==> src/rtl/rollover_counter_pkg.sv <==
// ----------------------------------------------------------------------------
// rollover_counter_pkg
//   Shared types and constants for rollover_counter.
//   - state_t          : controller state (IDLE, RUN)
//   - K_MAX_DEFAULT    : default largest supported modulus
//   - K_DEFAULT_DEFAULT: default modulus after reset
//   - k_legal()        : validates a requested modulus against 2..k_max
// ----------------------------------------------------------------------------
package rollover_counter_pkg;

    typedef enum logic {
        IDLE = 1'b0,
        RUN  = 1'b1
    } state_t;

    localparam int K_MAX_DEFAULT     = 16;
    localparam int K_DEFAULT_DEFAULT = 3;

    // A modulus below 2 would never produce a one-cycle strobe between
    // wraps, and anything above k_max does not fit the count register.
    function automatic logic k_legal(input int k, input int k_max);
        return (k >= 2) && (k <= k_max);
    endfunction

endpackage

==> src/rtl/rollover_counter.sv <==
// ----------------------------------------------------------------------------
// rollover_counter
//   Programmable modulo-k cycle counter. Produces a registered one-cycle
//   o_roll_over strobe every k enabled cycles for the downstream clock
//   divider stage. The modulus resets to K_DEFAULT and may be reloaded at
//   run time when ROLLOVER_COUNTER_LOAD_EN is defined; without that macro
//   i_load/i_k are ignored and o_load_err is tied low.
//
// Ports:
//   i_clk        in   1    clock, rising edge
//   i_reset      in   1    asynchronous, active-high reset
//   i_start      in   1    pulse, IDLE -> RUN
//   i_stop       in   1    pulse, -> IDLE and clear count
//   i_en         in   1    count enable (RUN only)
//   i_load       in   1    pulse, request new modulus
//   i_k          in   W+1  requested modulus, sampled with i_load
//   o_count      out  W    current count, 0..k-1
//   o_roll_over  out  1    registered wrap strobe
//   o_load_err   out  1    registered pulse for a rejected load
//   o_busy       out  1    high while in RUN
//
// Per-edge priority: reset > stop > load > count.
// ----------------------------------------------------------------------------
module rollover_counter
    import rollover_counter_pkg::*;
#(
    parameter int  K_MAX     = K_MAX_DEFAULT,
    parameter int  K_DEFAULT = K_DEFAULT_DEFAULT,
    localparam int W         = $clog2(K_MAX)
) (
    input  logic         i_clk,
    input  logic         i_reset,
    input  logic         i_start,
    input  logic         i_stop,
    input  logic         i_en,
    input  logic         i_load,
    input  logic [W:0]   i_k,
    output logic [W-1:0] o_count,
    output logic         o_roll_over,
    output logic         o_load_err,
    output logic         o_busy
);

    state_t       state, state_n;
    logic [W-1:0] count, count_n;
    logic [W:0]   k_reg;
    logic         roll_q, roll_n;
    logic         err_q, err_n;
    logic         wrap;
    logic         load_ok;
    logic         load_bad;

`ifdef ROLLOVER_COUNTER_LOAD_EN
    assign load_ok  = i_load &&  k_legal(int'(i_k), K_MAX);
    assign load_bad = i_load && !k_legal(int'(i_k), K_MAX);

    // Modulus register; a stop on the same edge takes priority over the load.
    always_ff @(posedge i_clk or posedge i_reset) begin
        if (i_reset) begin
            k_reg <= (W+1)'(K_DEFAULT);
        end else if (!i_stop && load_ok) begin
            k_reg <= i_k;
        end
    end
`else
    logic unused_load;

    assign load_ok     = 1'b0;
    assign load_bad    = 1'b0;
    assign k_reg       = (W+1)'(K_DEFAULT);
    assign unused_load = ^{i_load, i_k};
`endif

    // count is zero-extended to the width of k_reg; since count never
    // exceeds k_reg-1 this equality is the only wrap condition needed.
    assign wrap = ({1'b0, count} == (k_reg - (W+1)'(1)));

    always_ff @(posedge i_clk or posedge i_reset) begin
        if (i_reset) begin
            state  <= IDLE;
            count  <= '0;
            roll_q <= 1'b0;
            err_q  <= 1'b0;
        end else begin
            state  <= state_n;
            count  <= count_n;
            roll_q <= roll_n;
            err_q  <= err_n;
        end
    end

    always_comb begin
        state_n = state;
        count_n = count;
        roll_n  = 1'b0;
        err_n   = 1'b0;

        if (i_stop) begin
            state_n = IDLE;
            count_n = '0;
        end else if (load_ok) begin
            // Accepted load restarts the phase without changing state.
            count_n = '0;
        end else begin
            // A rejected load only flags; counting proceeds this edge.
            err_n = load_bad;
            case (state)
                IDLE: begin
                    count_n = '0;
                    if (i_start) begin
                        state_n = RUN;
                    end
                end
                RUN: begin
                    if (i_en) begin
                        count_n = wrap ? '0 : count + W'(1);
                        roll_n  = wrap;
                    end
                end
                default: begin
                    state_n = IDLE;
                    count_n = '0;
                end
            endcase
        end
    end

    assign o_count     = count;
    assign o_roll_over = roll_q;
    assign o_load_err  = err_q;
    assign o_busy      = (state == RUN);

endmodule

==> config.mk <==
export PLATFORM = sky130hd
export DESIGN_NAME = rollover_counter
export DESIGN_NICKNAME = d
export VERILOG_FILES = /design/src/rtl/rollover_counter_pkg.sv /design/src/rtl/rollover_counter.sv
export SDC_FILE = /design/constraint.sdc
export NUM_CORES = 1
export LEC_CHECK = 0
export ABC_AREA = 1
export BUFFER_PORTS_ARGS = -buffer_cell sky130_fd_sc_hd__buf_2
export CAP_MARGIN = 20
export CORE_AREA = 4 4 41 43
export DETAILED_ROUTE_END_ITERATION = 7
export DIE_AREA = 0 0 45 47
export PLACE_DENSITY = 0.55
export SYNTH_ARGS = -nofsm -noshare
export SYNTH_HDL_FRONTEND = slang
export SYNTH_SLANG_ARGS = --single-unit
==> constraint.sdc <==
create_clock -name i_clk -period 1.8 [get_ports i_clk]
set_input_delay 0.27 -clock i_clk [delete_from_list [all_inputs] [get_ports i_clk]]
set_output_delay 0.27 -clock i_clk [all_outputs]
set_load 0.01 [all_outputs]
==> results_dict.tcl, run 1 <==
set metrics [dict create \
    avgSynthCellArea_um2 7.46 \
    netSwitchingPower_w 0.0000677 \
    overflow 0 \
    die_w_um 45 \
    yosys.area_share.simple_pct 31.5 \
    grt_pass1_vias 265 \
    slew_violations 0 \
    sw_frac_of_total_pct 22.9 \
    ioPinCount 18 \
    critPathLaunch "o_count[0]$_DFFE_PP0P_" \
    tns_ps 0 \
    combPwrFrac_pct 11.3 \
    synth_top_family_by_area "simple AND/OR/NAND/NOR gates" \
    wl_per_cell_um 8.92 \
    synth_top_area_share_pct 42.0 \
    rsz0062_at_grt "no" \
    status "finished, final reports clean" \
    drt-total-wl_um 678 \
    placed_area_um2 419 \
    design_area_um2 452 \
    max_freq_mhz 862 \
    async_flop_share_pct 100 \
    synth-edff-count 0 \
    initial_core_util_pct 27.5 \
    clkTransAtPathRegs_ps 50 \
    syn_nets 61 \
    final_cell_mix "nand2_1, buf_2, inv_1" \
    nFillCells 150 \
    antenna_cells 0 \
    numCtsBuffers 3 \
    root_buffer "clkbuf_4" \
    p_per_area_nw_per_um2 653 \
    post-place-ws_ps 660 \
    skew_ps 5.72 \
    drtAntennaViolNets 0 \
    synth-xor-area-share_pct 0 \
    cts_htree_levels 1 \
    cp_max_fo 7 \
    muxShareOfSynthArea_pct 0 \
    holdCritStartpoint "i_start" \
    start_kind "register" \
    seq_area_frac_synth_pct 42.0 \
    track_usage_pct 8.02 \
    endpoint_kind "register" \
    die-height_um 47 \
    power_frac_seq_pct 48.6 \
    drv_cap 0 \
    slowest_delay_ps 450 \
    vias_per_cell 3.91 \
    coreArea_um2 1300 \
    layout-drive-gt1-share_pct 34.4 \
    worst_ep_arrival_time_ps 1290 \
    port_buffers 10 \
    cts_buffer_depth 2 \
    antenna_found_initial 0 \
    die_area_um2 2120 \
    max-vdd-ir-drop_uv 257 \
    synth_area_um2 358 \
    setup_slack_ps 641 \
    seqCellArea_um2 150 \
    gp_congestion 0.714 \
    rows 13 \
    synth_cell_types 15 \
    holdCritPathClass "input port to register" \
    critical_path_class "register to register" \
    first_pass_iters 4 \
    path_buf_inv 2 \
    finalSetupViolations 0 \
    multiInputGateArea_um2 159 \
    path_delay_family "flip-flops" \
    synth_top_cells_by_area "dfrtp_1, nand2_1, inv_1, ha_1, o21ai_2" \
    tritoncts "built" \
    worstReg2RegStart "o_count[0]$_DFFE_PP0P_" \
    period_minus_slack_ps 1160 \
    p_int_w 0.000227 \
    ff2ff_setup_slack_ps 640 \
    cp_slowest_cell "dfrtp_1" \
    yosys_most_used_dff "dfrtp_1" \
    cts_sinks 6 \
    clkPwrFrac_pct 40.1 \
    hold_violations 0 \
    drcViolationCount 0 \
    cpMostUsedCell "nand2_1" \
    vias 297 \
    synthAdderAreaFrac_pct 6.99 \
    period_share_pct 64.4 \
    drt_iter0_markers 4 \
    syn_to_final_growth_pct 26.2 \
    grt_start_max_net_pins 8 \
    yosys.area.top_type "dfrtp_1" \
    dp_hpwl_um 535 \
    clk_latency_ps 240 \
    ys_seq_elements 6 \
    yosysWarningCount 0 \
    final_common_cell "nand2_1" \
    synth_cells 48 \
    holdWs_ps 251 \
    cp.required_ps 1930 \
    grt_pass1_wl_mm 1.12 \
    synth_compound_area_share_pct 4.90 \
    p_leak_nw 0.286 \
    critical_path.cell_chain "inv_1 > ha_1 > nand3_2 > nand2_2 > inv_2 > nand2_1 > nand2_1" \
    final_nets 76 \
]
[path summary, 6_finish.rpt]
check	depth (start not counted)	end
worst max-delay path	7	o_count[3]$_DFFE_PP0P_
worst min register to register	2	o_count[3]$_DFFE_PP0P_
worst min-delay path	3	o_busy$_DFF_PP0_
worst max register to register	7	o_count[3]$_DFFE_PP0P_
min in group asynchronous	3	o_count[0]$_DFFE_PP0P_
max in group asynchronous	3	o_count[2]$_DFFE_PP0P_
[final cells by class]
cell class	instances	share of cell area, %
multi-input combinational	30	35.2
sequential	6	33.2
timing repair buffer	11	13.3
inverter	11	9.14
clock buffer	3	4.99
tap	15	4.16
[per-stage QoR]
stage	utilization (%)	instances	power [W]
final	34.7	76	0.000295
after global routing	34.7	76	0.000316
after CTS	34.7	76	0.000302
after detailed placement	32.2	72	0.000177
after global placement	32.2	72	0.000176
after floorplan	-	48	0.000167
[power groups by stage]
stage	Clock (W)	Sequential, W	Combinational (W)
floorplan	0	0.000147	0.0000202
CTS	0.000125	0.000143	0.0000339
finish	0.000118	0.000143	0.0000332
global placement	0	0.000145	0.0000311
detailed placement	0	0.000145	0.0000321
global route	0.000133	0.000144	0.0000386
[logic make-up after synthesis]
kind of cell             count (synthesis)
AND/OR/NAND/NOR                         25
buffers and inverters                   12
flip-flops                               6
AO/OA/AOI/OAI                            2
adder cells (fa/ha/maj)                  2
other                                    1
[cell usage after synthesis, types with 2 or more instances]
cell / count
nand2_1: 16
inv_1: 9
nor2_1: 2
nand2_2: 2
ha_1: 2
inv_2: 2
dfrtp_1: 6
o21ai_2: 2
[sequential cells by signal (all words and copies together) (netlist names)]
register     flops
o_busy           1
o_count          4
o_roll_over      1
[routing by layer]
layer  GRT usage, %  up-vias  wire [µm]
li1               -      167          -
met1           9.70      125        338
met5              0        -          0
met3           3.45        0         35
met2           10.7        5        304
met4           7.02        0          0
[timing repair]
item | in CTS | in global routing
setup buffers | 0 | 0
gates resized for setup | 0 | 0
endpoints found under the hold margin | 6 | 0
hold buffers | 1 | 0
[tightest hold or removal path: stages]
cell     delay (ps)
buf_2            70
nand2_1          40
nand2_1          60
(Power assumes the default switching activity.)
==> inputs of run 2 (changes only) <==
--- a/config.mk
+++ b/config.mk
@@ -5,13 +5,13 @@
 export SDC_FILE = /design/constraint.sdc
 export NUM_CORES = 1
 export LEC_CHECK = 0
-export ABC_AREA = 1
+export ABC_AREA = 0
 export BUFFER_PORTS_ARGS = -buffer_cell sky130_fd_sc_hd__buf_2
 export CAP_MARGIN = 20
 export CORE_AREA = 4 4 41 43
 export DETAILED_ROUTE_END_ITERATION = 7
 export DIE_AREA = 0 0 45 47
-export PLACE_DENSITY = 0.55
+export PLACE_DENSITY = 0.52
 export SYNTH_ARGS = -nofsm -noshare
 export SYNTH_HDL_FRONTEND = slang
 export SYNTH_SLANG_ARGS = --single-unit
==> constraint.sdc (replaced) <==
create_clock -name i_clk -period 1 [get_ports i_clk]
set_input_delay 0.15 -clock i_clk [delete_from_list [all_inputs] [get_ports i_clk]]
set_output_delay 0.15 -clock i_clk [all_outputs]
set_load 0.01 [all_outputs]
==> results_dict.tcl, run 2 <==
set metrics [dict create \
    status "finished with violations" \
    violations "setup timing" \
    fin_util_pct 38.8 \
    skew_ps 3.51 \
    worstReg2RegStart "o_count[0]$_DFFE_PP0P_" \
    final_common_cell "buf_2" \
    synth_top_area_share_pct 49.0 \
    drt-total-wl_um 747 \
    ys_seq_elements 6 \
    synth_area_um2 307 \
    endpoint_kind "register" \
    drcViolationCount 0 \
    vias 293 \
    vias_per_cell 4.37 \
    start_kind "register" \
    slew_violations 0 \
    holdCritStartpoint "i_stop" \
    cts_htree_levels 1 \
    ioPinCount 18 \
    clk_latency_ps 240 \
    antenna_cells 0 \
    largest_reg_flops 4 \
    layout-drive-gt1-share_pct 50.0 \
    rows 13 \
    synthMostInstantiatedCell "dfrtp_1" \
    nFillCells 149 \
    critPathLaunch "o_count[0]$_DFFE_PP0P_" \
    max-vdd-ir-drop_uv 499 \
    antenna_found_initial 0 \
    final_cell_mix "buf_2, dfrtp_1, buf_6" \
    hold_violations 0 \
    path_buf_inv 1 \
    syn_nets 45 \
    cp_max_fo 3 \
    initial_core_util_pct 23.6 \
    grt_start_max_net_pins 7 \
    drv_cap 0 \
    gp_congestion 0.706 \
    coreArea_um2 1300 \
    die_w_um 45 \
    first_pass_iters 4 \
    period_minus_slack_ps 1290 \
    synth_top_cells_by_area "dfrtp_1, ha_1, a21oi_1, inv_1, nand2_1" \
    wl_per_cell_um 11.1 \
    yosys_most_used_dff "dfrtp_1" \
    period_share_pct 129 \
    dp_cells 60 \
    path_delay_family "simple AND/OR/NAND/NOR gates" \
    slowest_delay_ps 400 \
    p_leak_nw 0.251 \
    overflow 0 \
    critical_path.cell_chain "inv_2 > ha_4 > or3b_4 > nand3b_1 > a21oi_2" \
    synth_common_cells "dfrtp_1, inv_1, nand2_1" \
    drt_iter0_markers 11 \
    port_buffers 10 \
    holdWs_ps 71.1 \
    die_area_um2 2120 \
    yosysWarningCount 0 \
    cts_sinks 6 \
    async_flop_share_pct 100 \
    fin_cells 67 \
    seq_area_frac_synth_pct 49.0 \
    placed_area_um2 398 \
    total_power_w 0.000535 \
    finalSetupViolations 8 \
    clkTransAtPathRegs_ps 50 \
    synth_cell_types 16 \
    cts_buffer_depth 2 \
    holdCritPathClass "input port to register" \
    design_area_um2 504 \
    avgSynthCellArea_um2 9.58 \
    final_nets 67 \
    synth-edff-count 0 \
    grt_pass1_wl_mm 1.26 \
    die-height_um 47 \
    yosys.area.top_type "dfrtp_1" \
    max_freq_mhz 776 \
    grt_pass1_vias 314 \
    numCtsBuffers 3 \
    worst_ep_arrival_time_ps 1410 \
    rsz0062_at_grt "yes" \
    p_per_area_nw_per_um2 1060 \
    tritoncts "built" \
    root_buffer "clkbuf_4" \
    seqCellArea_um2 150 \
    syn_to_final_growth_pct 64.5 \
    setup_slack_ps -288 \
    drtAntennaViolNets 0 \
    critical_path_class "register to register" \
    synth_cells 32 \
    cp_slowest_cell "or3b_4" \
    track_usage_pct 8.82 \
    multiInputGateArea_um2 155 \
    cp.required_ps 1120 \
]
## run 2: timing repair
item	4_1_cts	5_1_grt
setup endpoints to repair	8	9
hold endpoints to repair	6	0
pin swaps	5	4
gates resized for setup	10	2
setup buffers	2	2
hold buffers	1	0
gates cloned	0	0
## run 2: where the power goes
group | switching (W) | leakage [nW] | internal (W)
Sequential | 0.00000346 | 0.0820 | 0.000248
Combinational | 0.0000319 | 0.155 | 0.0000293
Clock | 0.0000868 | 0.0138 | 0.000136
Total | 0.000122 | 0.251 | 0.000413
## run 2: kinds of logic after synthesis
logic type / synth area share (%)
compound gates: 7.75
flops: 49.0
simple gates: 23.7
fa+ha+maj: 8.16
buf+inv: 7.35
other cells: 1.22
xor+xnor: 2.86
## run 2: stage by stage
step	setup TNS, ps	setup slack (ps)
floorplan	-989	-312
global placement	-825	-276
detailed placement	-875	-284
CTS	-1150	-257
global route	-1850	-328
finish	-1460	-288
## run 2: worst paths after layout
| path | cells after the start | endpoint | slack (ps) |
|---|---|---|---|
| max | 5 | o_count[1]$_DFFE_PP0P_ | -290 |
| min | 2 | o_busy$_DFF_PP0_ | 70 |
| max reg2reg | 5 | o_count[1]$_DFFE_PP0P_ | -290 |
| min reg2reg | 2 | o_busy$_DFF_PP0_ | 520 |
| max in group asynchronous | 3 | o_count[3]$_DFFE_PP0P_ | 430 |
| min in group asynchronous | 3 | o_count[1]$_DFFE_PP0P_ | 370 |
## run 2: area by class of cell
class	instances	area share, %
timing repair buffer	18	28.3
tap	15	3.72
multi-input combinational	21	30.8
clock buffer	3	4.47
sequential	6	29.8
inverter	4	2.98
## run 2: routing by layer
metal	GRT usage, %	vias to the layer above	share of wire [%]	wire (µm)
met4	5.26	0	0	0
met3	3.45	0	7.0	52
li1	-	144	-	-
met1	8.33	138	41	306
met5	0	-	0	0
met2	16.1	11	52	388
